<file path="src/rtl/dtw_query_sched.sv">
// Query scheduler for a bank of DTW cores.
// Dispatch side: moves (SQG_SIZE+1)-word query packets from an upstream
// FWFT FIFO into the input FIFO of a free core, picking cores round-robin.
// Collect side: moves 3-word results from core result FIFOs into a sink
// FIFO, one whole result at a time, also round-robin.
// Ports:
//   clk, rst          clock, synchronous active-high reset
//   enable            permit starting new dispatches
//   src_fifo_*        upstream query FIFO (rden out, empty/data in)
//   core_fifo_*       per-core input FIFOs (one-hot wren, shared data out)
//   core_busy         per-core busy flags
//   res_fifo_*        per-core result FIFOs (one-hot rden, packed data in)
//   sink_fifo_*       merged result FIFO (wren/data out, full in)
//   dispatched_cnt    completed dispatches, wraps at 2^32
//   collected_cnt     completed collections, wraps at 2^32
//   sched_idle        nothing assigned and both engines idle
module dtw_query_sched #(
   parameter int unsigned N_CORES    = 4,
   parameter int unsigned SQG_SIZE   = 250,
   parameter int unsigned axi_dwidth = 32
) (
   input  logic                          clk,
   input  logic                          rst,
   input  logic                          enable,
   output logic                          src_fifo_rden,
   input  logic                          src_fifo_empty,
   input  logic [axi_dwidth-1:0]         src_fifo_data,
   output logic [N_CORES-1:0]            core_fifo_wren,
   input  logic [N_CORES-1:0]            core_fifo_full,
   output logic [axi_dwidth-1:0]         core_fifo_data,
   input  logic [N_CORES-1:0]            core_busy,
   output logic [N_CORES-1:0]            res_fifo_rden,
   input  logic [N_CORES-1:0]            res_fifo_empty,
   input  logic [N_CORES*axi_dwidth-1:0] res_fifo_data,
   output logic                          sink_fifo_wren,
   input  logic                          sink_fifo_full,
   output logic [axi_dwidth-1:0]         sink_fifo_data,
   output logic [31:0]                   dispatched_cnt,
   output logic [31:0]                   collected_cnt,
   output logic                          sched_idle
);

   localparam int unsigned IW = $clog2(N_CORES);
   localparam int unsigned CW = $clog2(SQG_SIZE + 1);
   localparam int unsigned DW = axi_dwidth;
   localparam logic [IW-1:0] LAST_CORE = IW'(N_CORES - 1);
   localparam logic [CW-1:0] LAST_WORD = CW'(SQG_SIZE);

   typedef enum logic {D_IDLE, D_XFER} d_state_t;
   typedef enum logic {C_IDLE, C_XFER} c_state_t;

   d_state_t d_state, d_next;
   c_state_t c_state, c_next;

   logic [N_CORES-1:0] assigned, set_mask, clr_mask;
   logic [IW-1:0]      rr_d, rr_c, sel_d, sel_c, pick_d, pick_c;
   logic               found_d, found_c;
   logic               d_start, d_xfer, d_last;
   logic               c_start, c_xfer, c_last;
   logic [CW-1:0]      d_cnt;
   logic [1:0]         c_cnt;

   // First requesting index at or after ptr, wrapping; MSB flags a hit.
   function automatic logic [IW:0] rr_pick(input logic [N_CORES-1:0] req,
                                           input logic [IW-1:0]      ptr);
      logic [IW:0]   res;
      logic [IW-1:0] idx;
      res = '0;
      for (int unsigned k = 0; k < N_CORES; k++) begin
         idx = IW'((32'(ptr) + k) % N_CORES);
         if (!res[IW] && req[idx]) res = {1'b1, idx};
      end
      return res;
   endfunction

   assign {found_d, pick_d} = rr_pick(~assigned & ~core_busy, rr_d);
   assign {found_c, pick_c} = rr_pick(assigned & ~res_fifo_empty, rr_c);

   assign core_fifo_data = src_fifo_data;
   assign sink_fifo_data = res_fifo_data[32'(sel_c) * DW +: DW];
   assign sched_idle     = (d_state == D_IDLE) && (c_state == C_IDLE) && (assigned == '0);

   // State registers
   always_ff @(posedge clk) begin
      if (rst) begin
         d_state <= D_IDLE;
         c_state <= C_IDLE;
      end else begin
         d_state <= d_next;
         c_state <= c_next;
      end
   end

   // Dispatch engine: next state and pass-through strobes
   always_comb begin
      d_next         = d_state;
      d_start        = 1'b0;
      d_xfer         = 1'b0;
      d_last         = 1'b0;
      src_fifo_rden  = 1'b0;
      core_fifo_wren = '0;
      set_mask       = '0;
      case (d_state)
         D_IDLE: begin
            if (enable && !src_fifo_empty && found_d) begin
               d_next           = D_XFER;
               d_start          = 1'b1;
               set_mask[pick_d] = 1'b1;
            end
         end
         D_XFER: begin
            if (!src_fifo_empty && !core_fifo_full[sel_d]) begin
               d_xfer                = 1'b1;
               src_fifo_rden         = 1'b1;
               core_fifo_wren[sel_d] = 1'b1;
               if (d_cnt == LAST_WORD) begin
                  d_last = 1'b1;
                  d_next = D_IDLE;
               end
            end
         end
         default: d_next = D_IDLE;
      endcase
      if (rst) begin
         src_fifo_rden  = 1'b0;
         core_fifo_wren = '0;
      end
   end

   // Collect engine: next state and pass-through strobes
   always_comb begin
      c_next         = c_state;
      c_start        = 1'b0;
      c_xfer         = 1'b0;
      c_last         = 1'b0;
      res_fifo_rden  = '0;
      sink_fifo_wren = 1'b0;
      clr_mask       = '0;
      case (c_state)
         C_IDLE: begin
            if (found_c) begin
               c_next  = C_XFER;
               c_start = 1'b1;
            end
         end
         C_XFER: begin
            if (!res_fifo_empty[sel_c] && !sink_fifo_full) begin
               c_xfer               = 1'b1;
               res_fifo_rden[sel_c] = 1'b1;
               sink_fifo_wren       = 1'b1;
               if (c_cnt == 2'd2) begin
                  c_last          = 1'b1;
                  clr_mask[sel_c] = 1'b1;
                  c_next          = C_IDLE;
               end
            end
         end
         default: c_next = C_IDLE;
      endcase
      if (rst) begin
         res_fifo_rden  = '0;
         sink_fifo_wren = 1'b0;
      end
   end

   // Core ownership, selections, word counters, round-robin pointers, totals.
   // A core cannot be set and cleared together: set needs assigned=0, clear needs 1.
   always_ff @(posedge clk) begin
      if (rst) begin
         assigned       <= '0;
         rr_d           <= '0;
         rr_c           <= '0;
         sel_d          <= '0;
         sel_c          <= '0;
         d_cnt          <= '0;
         c_cnt          <= '0;
         dispatched_cnt <= '0;
         collected_cnt  <= '0;
      end else begin
         assigned <= (assigned & ~clr_mask) | set_mask;

         if (d_start) begin
            sel_d <= pick_d;
            d_cnt <= '0;
         end else if (d_xfer) begin
            d_cnt <= d_last ? '0 : d_cnt + CW'(1);
         end
         if (d_last) begin
            dispatched_cnt <= dispatched_cnt + 32'd1;
            rr_d           <= (sel_d == LAST_CORE) ? '0 : sel_d + IW'(1);
         end

         if (c_start) begin
            sel_c <= pick_c;
            c_cnt <= '0;
         end else if (c_xfer) begin
            c_cnt <= c_last ? '0 : c_cnt + 2'd1;
         end
         if (c_last) begin
            collected_cnt <= collected_cnt + 32'd1;
            rr_c          <= (sel_c == LAST_CORE) ? '0 : sel_c + IW'(1);
         end
      end
   end

endmodule

</file>
<file path="config.mk">
export PLATFORM = sky130hd
export DESIGN_NAME = dtw_query_sched
export DESIGN_NICKNAME = d
export VERILOG_FILES = /design/src/rtl/dtw_query_sched.sv
export SDC_FILE = /design/constraint.sdc
export NUM_CORES = 1
export LEC_CHECK = 0
export BUFFER_PORTS_ARGS = -buffer_cell sky130_fd_sc_hd__clkbuf_2
export CORE_MARGIN = 8
export CORE_UTILIZATION = 48
export CTS_CLUSTER_DIAMETER = 200
export DETAILED_ROUTE_END_ITERATION = 8
export PLACE_DENSITY = 0.84
export SLEW_MARGIN = 30
export SYNTH_ARGS = -nofsm -noshare
export SYNTH_HDL_FRONTEND = slang
export SYNTH_SLANG_ARGS = --single-unit
</file>
<file path="constraint.sdc">
create_clock -name clk -period 4.85 [get_ports clk]
set_input_delay 0.97 -clock clk [delete_from_list [all_inputs] [get_ports clk]]
set_output_delay 0.97 -clock clk [all_outputs]
set_load 0.005 [all_outputs]
</file>
==> metrics.yaml, run 1 <==
outcome: "finished, final reports clean"
fmax_ghz: 0.266
htree_levels: 3
num_rows: 39
avgSynthCellArea_um2: 9.10
initial_core_util_pct: 48.4
syn_to_final_growth_pct: 25.6
power_leakage_nw: 2.80
portBuffers: 251
critical_path.endpoint_type: "primary output"
grt_pass1_vias: 5179
syn_area_um2: 5460
post-place-cells: 936
core_um2: 11300
cts_resized: 0
grt_pass1_wl_um: 28700
slowest_delay_ns: 0.57
rsz0062_at_grt: "false"
dr.first_iter.drc_count: 371
multi_input_area_um2: 3300
async_reset_ff_share_pct: 0
synth_top_area_share_pct: 32.3
fin_cells: 952
hpwlAfterDp_um: 16100
cap_viol_max_count: 0
routedWlPerCell_um: 20.6
vdd_drop_max_v: 0.000174
cts_setup_buffers: 0
required_ns: 3.88
synth-edff-count: 0
skew_ns: 0.0106
cts_tree: "yes"
routed_wl_um: 19600
arrival_ns: 2.79
tns_ns: 0
ys_types: 50
relSlewSlack_pct: 49.2
cts-root-buf: "clkbuf_16"
die_x_um: 123
regArea_um2: 1760
grt.total_usage_pct: 24.6
clk_path_buf_depth: 2
ys_ff_latch: 88
postSynthCellCount: 600
yosys.area.top_type: "dfxtp_1"
cpMostUsedCell: "clkbuf_2"
synthTopCellsByCount: "dfxtp_1, nor2_1, nand2_1"
grt_max_degree: 49
path_cells: "clkbuf_2, mux4_2, or2_2, nor2_1, and2_1, clkbuf_2"
clk_pin_slew_ns: 0.07
final_layout_size_suffix_gt1_share_pct: 39.1
cts_made_buffers: 9
netlist_top_cells_area: "dfxtp_1, mux4_2, nor2_1, buf_4, xnor2_1"
crit_fanout: 13
critPathKind: "in2out"
finalHoldViolations: 0
nNetsFinal: 994
ctsHoldBuffers: 0
setup_viol: 0
clk_latency_ns: 0.34
ys_seq_area_share_pct: 32.3
timing.final.ws_setup_ns: 1.09
place_ws_ns: 1.11
dieArea_um2: 15000
synth_nets: 790
cts.sinks: 88
overflow: 0
first_pass_iters: 4
fillers: 966
power_density_nw_per_um2: 227
antenna_found_initial: 0
drtAntennaViolNets: 0
hp-class: "reg2reg"
timing.final.crit_share_pct: 77.5
vias_per_cell: 5.71
critPathLaunchType: "input port"
whs_ns: 0.482
place_congestion: 0.842
yosysMostFrequentCell: "dfxtp_1"
fp.dieH_um: 123
slowest_stage: "mux4_2"
synth_flop_cell: "dfxtp_1"
fin_crit_ns: 3.76
tightestPinTransition_ns: 0.762
yosysWarnings: 0
diodes: 0
drc_errors: 0
ios: 316
maxSlewViolCount: 0
vias: 5434
==> where the power goes <==
part / switching, mW / internal (mW) / total [mW] / leakage, nW
Combinational: 0.0760 / 0.0873 / 0.163 / 1.95
Sequential: 0.00617 / 0.726 / 0.733 / 0.710
Clock: 0.296 / 0.366 / 0.662 / 0.138
==> cells by family after synthesis <==
| logic type | after synthesis | synth area share, % |
|---|---|---|
| AND/OR/NAND/NOR | 263 | 26.2 |
| flip-flops | 88 | 32.3 |
| buffers and inverters | 74 | 7.43 |
| AO/OA/AOI/OAI | 72 | 8.16 |
| XOR/XNOR | 49 | 7.86 |
| multiplexers | 41 | 15.1 |
| adder cells (fa/ha/maj) | 13 | 2.98 |
==> cells in the final DEF, fill, tap and decap left out, drive strengths merged, types with 11 or more instances in the layout <==
master	n
nand2	35
nor4	21
nand3	24
nor2	67
ha	13
o21ai	17
nand4	28
or3	13
clkbuf	262
xor2	24
inv	13
mux4	33
dfxtp	88
and2	11
a21oi	29
xnor2	25
nor3	11
==> critical path, delay by kind of cell <==
family,cells,cell delay [ns]
buffers and inverters,2,0.21
muxes,1,0.57
and+or+nand+nor,3,1.04
==> layout make-up <==
class / count / area share (%)
flip-flops and latches: 88 / 25.7
well taps: 143 / 2.61
clock inverters: 5 / 0.602
repair buffers: 255 / 18.8
multi-input cells: 438 / 48.1
clock buffers: 11 / 3.54
inverters: 12 / 0.657
==> routing by layer <==
| layer | GRT usage, % | routed length, µm | up-vias |
|---|---|---|---|
| li1 | - | - | 2577 |
| met1 | 28.3 | 7500 | 2608 |
| met2 | 39.6 | 9320 | 230 |
| met3 | 13.6 | 2620 | 19 |
| met4 | 4.72 | 174 | 0 |
| met5 | 0 | 0 | - |
==> stage by stage <==
| stage | area, µm² | power [mW] | utilization, % |
|---|---|---|---|
| final | 6850 | 1.56 | 60.8 |
| after detailed placement | 6570 | 0.911 | 58.3 |
| after global placement | 6570 | 0.906 | 58.2 |
| after global routing | 6850 | 1.61 | 60.8 |
| after floorplan | 5460 | 0.835 | - |
| after CTS | 6850 | 1.57 | 60.8 |
==> worst paths after layout <==
path	end	slack, ns	cells after the start	from
worst max-delay path	res_fifo_rden[0]	1.09	6	res_fifo_empty[3]
worst min-delay path	rr_d[0]	0.48	2	rr_d[0]
worst min register to register	rr_d[0]	0.48	2	rr_d[0]
worst max register to register	dispatched_cnt[28]	2.28	7	d_cnt[0]
==> state kept, by name, summed over array words and instances (netlist names) <==
| signal | flops |
|---|---|
| d_cnt | 8 |
| sel_c | 2 |
| collected_cnt | 32 |
| c_state | 1 |
| dispatched_cnt | 32 |
| sel_d | 2 |
| assigned | 4 |
| c_cnt | 2 |
| rr_d | 2 |
| rr_c | 2 |
| d_state | 1 |
Note: power is estimated with default switching activity, not from simulation.
==> run 2, diff against run 1 <==
--- a/config.mk
+++ b/config.mk
@@ -7,10 +7,10 @@
 export LEC_CHECK = 0
 export BUFFER_PORTS_ARGS = -buffer_cell sky130_fd_sc_hd__clkbuf_2
 export CORE_MARGIN = 8
-export CORE_UTILIZATION = 48
+export CORE_UTILIZATION = 40
 export CTS_CLUSTER_DIAMETER = 200
 export DETAILED_ROUTE_END_ITERATION = 8
-export PLACE_DENSITY = 0.84
+export PLACE_DENSITY = 0.74
 export SLEW_MARGIN = 30
 export SYNTH_ARGS = -nofsm -noshare
 export SYNTH_HDL_FRONTEND = slang
==> constraint.sdc (replaced) <==
create_clock -name clk -period 3.2 [get_ports clk]
set_input_delay 0.64 -clock clk [delete_from_list [all_inputs] [get_ports clk]]
set_output_delay 0.64 -clock clk [all_outputs]
set_load 0.005 [all_outputs]
==> run 2 against run 1 <==
  * Worst hold slack gained 0.014 ns
  * Die area grew 17%
  * Clock power grew 74%
  * Sequential cell count is the same
  * Via count grew 1.2%
  * Non-clock buffer count grew 8
  * Critical path depth is the same
  * Setup slack lost 0.78 ns
  * Cell area grew 2.0%
  * Combinational power grew 51%
  * Largest cell class unchanged
==> metrics.yaml, run 2 (synthesis gave the netlist of run 1 again) <==
portBuffers: 251
crit_buf_inv: 2
core_um2: 13300
power_density_nw_per_um2: 358
worst_hold_path.num_cells: 2
first_pass_iters: 4
hpwlAfterDp_um: 15400
die_x_um: 133
cpMostUsedCell: "clkbuf_2"
cap_viol_max_count: 0
dieArea_um2: 17600
crit_fanout: 5
r2r_cells: 6
relSlewSlack_pct: 56.7
cts.sinks: 88
post-place-cells: 977
num_rows: 42
grt_pass1_vias: 5223
final_common_cell: "clkbuf_2"
tightestPinTransition_ns: 0.650
drtAntennaViolNets: 0
cts-root-buf: "clkbuf_16"
vias_per_cell: 5.53
power_leakage_nw: 2.86
required_ns: 2.56
routedWlPerCell_um: 19.3
path_cells: "clkbuf_2, mux4_2, or2_2, nor2_1, and2_1, clkbuf_2"
fmax_ghz: 0.346
syn_to_final_growth_pct: 28.1
cp-startpoint: "res_fifo_empty[2]"
timing.rr.start: "sel_d[0]"
cts_made_buffers: 9
fin_cells: 994
vdd_drop_max_v: 0.000260
largestRegisters: "collected_cnt (32), dispatched_cnt (32), d_cnt (8)"
antenna_found_initial: 3
clk_latency_ns: 0.34
final_cell_mix: "clkbuf_2, dfxtp_1, nor2_1, nand2_1, mux4_2"
maxSlewViolCount: 0
timing.final.crit_share_pct: 90.3
skew_ns: 0.00399
place_ws_ns: 0.336
grt_max_degree: 47
critPathLaunchType: "input port"
slowest_delay_ns: 0.54
arrival_ns: 2.25
outcome: "finished, final reports clean"
grt_pass1_wl_um: 30400
clk_pin_slew_ns: 0.06
tns_ns: 0
final_layout_size_suffix_gt1_share_pct: 39.4
routed_wl_um: 19200
initial_core_util_pct: 41.1
place_congestion: 0.877
critPathKind: "in2out"
whs_ns: 0.496
setup_viol: 0
dr.first_iter.drc_count: 466
nNetsFinal: 1002
slowest_stage: "mux4_2"
r2r_setup_slack_ns: 0.92
rsz0062_at_grt: "false"
ios: 316
critical_path.endpoint_type: "primary output"
htree_levels: 3
fin_crit_ns: 2.89
cts_setup_buffers: 0
cts_resized: 0
cp_top_family: "simple AND/OR/NAND/NOR gates"
timing.final.ws_setup_ns: 0.310
fp.dieH_um: 133
drc_errors: 0
hp-class: "reg2reg"
final_core_util_pct: 52.6
clk_path_buf_depth: 2
min_to: "rr_d[0]"
cts_tree: "yes"
vias: 5497
grt.total_usage_pct: 21.2
ctsHoldBuffers: 0
finalHoldViolations: 0
worstHoldStart: "rr_d[0]"
overflow: 0
regToRegEndpoint: "dispatched_cnt[8]"
[run 2: changes by cell type in the layout (fill, tap and decap cells not counted)]
cell and change:
buf_4 +8, bufinv_16 +2, clkbuf_1 +1, clkinv_2 -1, clkinvlp_4 -1, diode_2 +1, inv_8 -1, nor3b_1 +1
nor3b_2 -1
[run 2: per-stage QoR]
step / instance area (µm²) / total power, mW
2_1_floorplan: 5460 / 1.27
3_3_place_gp: 6670 / 1.37
3_5_place_dp: 6670 / 1.38
4_1_cts: 6990 / 2.54
5_1_grt: 6990 / 2.60
6_report: 6990 / 2.50
[run 2: cell type report]
class,instances,area (µm²)
clock inverter,4,77.6
antenna,1,2.50
sequential,88,1760
fill,1254,6300
inverter,12,45.0
timing repair buffer,263,1350
clock buffer,12,246
multi-input combinational,438,3290
tap,176,220
[run 2: worst max-delay path by stage]
stage / cells after the start / end
after floorplan: 6 / core_fifo_wren[0]
after global placement: 6 / res_fifo_rden[2]
after detailed placement: 6 / res_fifo_rden[1]
after CTS: 6 / res_fifo_rden[1]
after global routing: 6 / res_fifo_rden[1]
final: 6 / res_fifo_rden[1]
[run 2: worst register-to-register path: cells and delay by family (launching register included)]
kind / cells / cell delay [ns]
xor gates and xnor gates: 1 / 0.15
DFF: 1 / 0.40
and+or+nand+nor: 3 / 1.10
AOI/OAI and AO/OA: 1 / 0.31
buffers and inverters: 1 / 0.20
[run 2: per-layer routing]
metal  up-vias  global-route usage, %  wire length [µm]
met2       217                   33.2              9130
met1      2630                   25.9              8030
met5         -                      0                23
met4         4                   6.25               322
met3        41                   8.82              1680
li1       2605                      -                 -
[run 2: power by group]
part | total, mW | leakage, nW | switching [mW] | internal (mW)
Clock | 1.15 | 0.157 | 0.437 | 0.709
Sequential | 1.11 | 0.710 | 0.0106 | 1.10
Combinational | 0.246 | 1.99 | 0.112 | 0.134
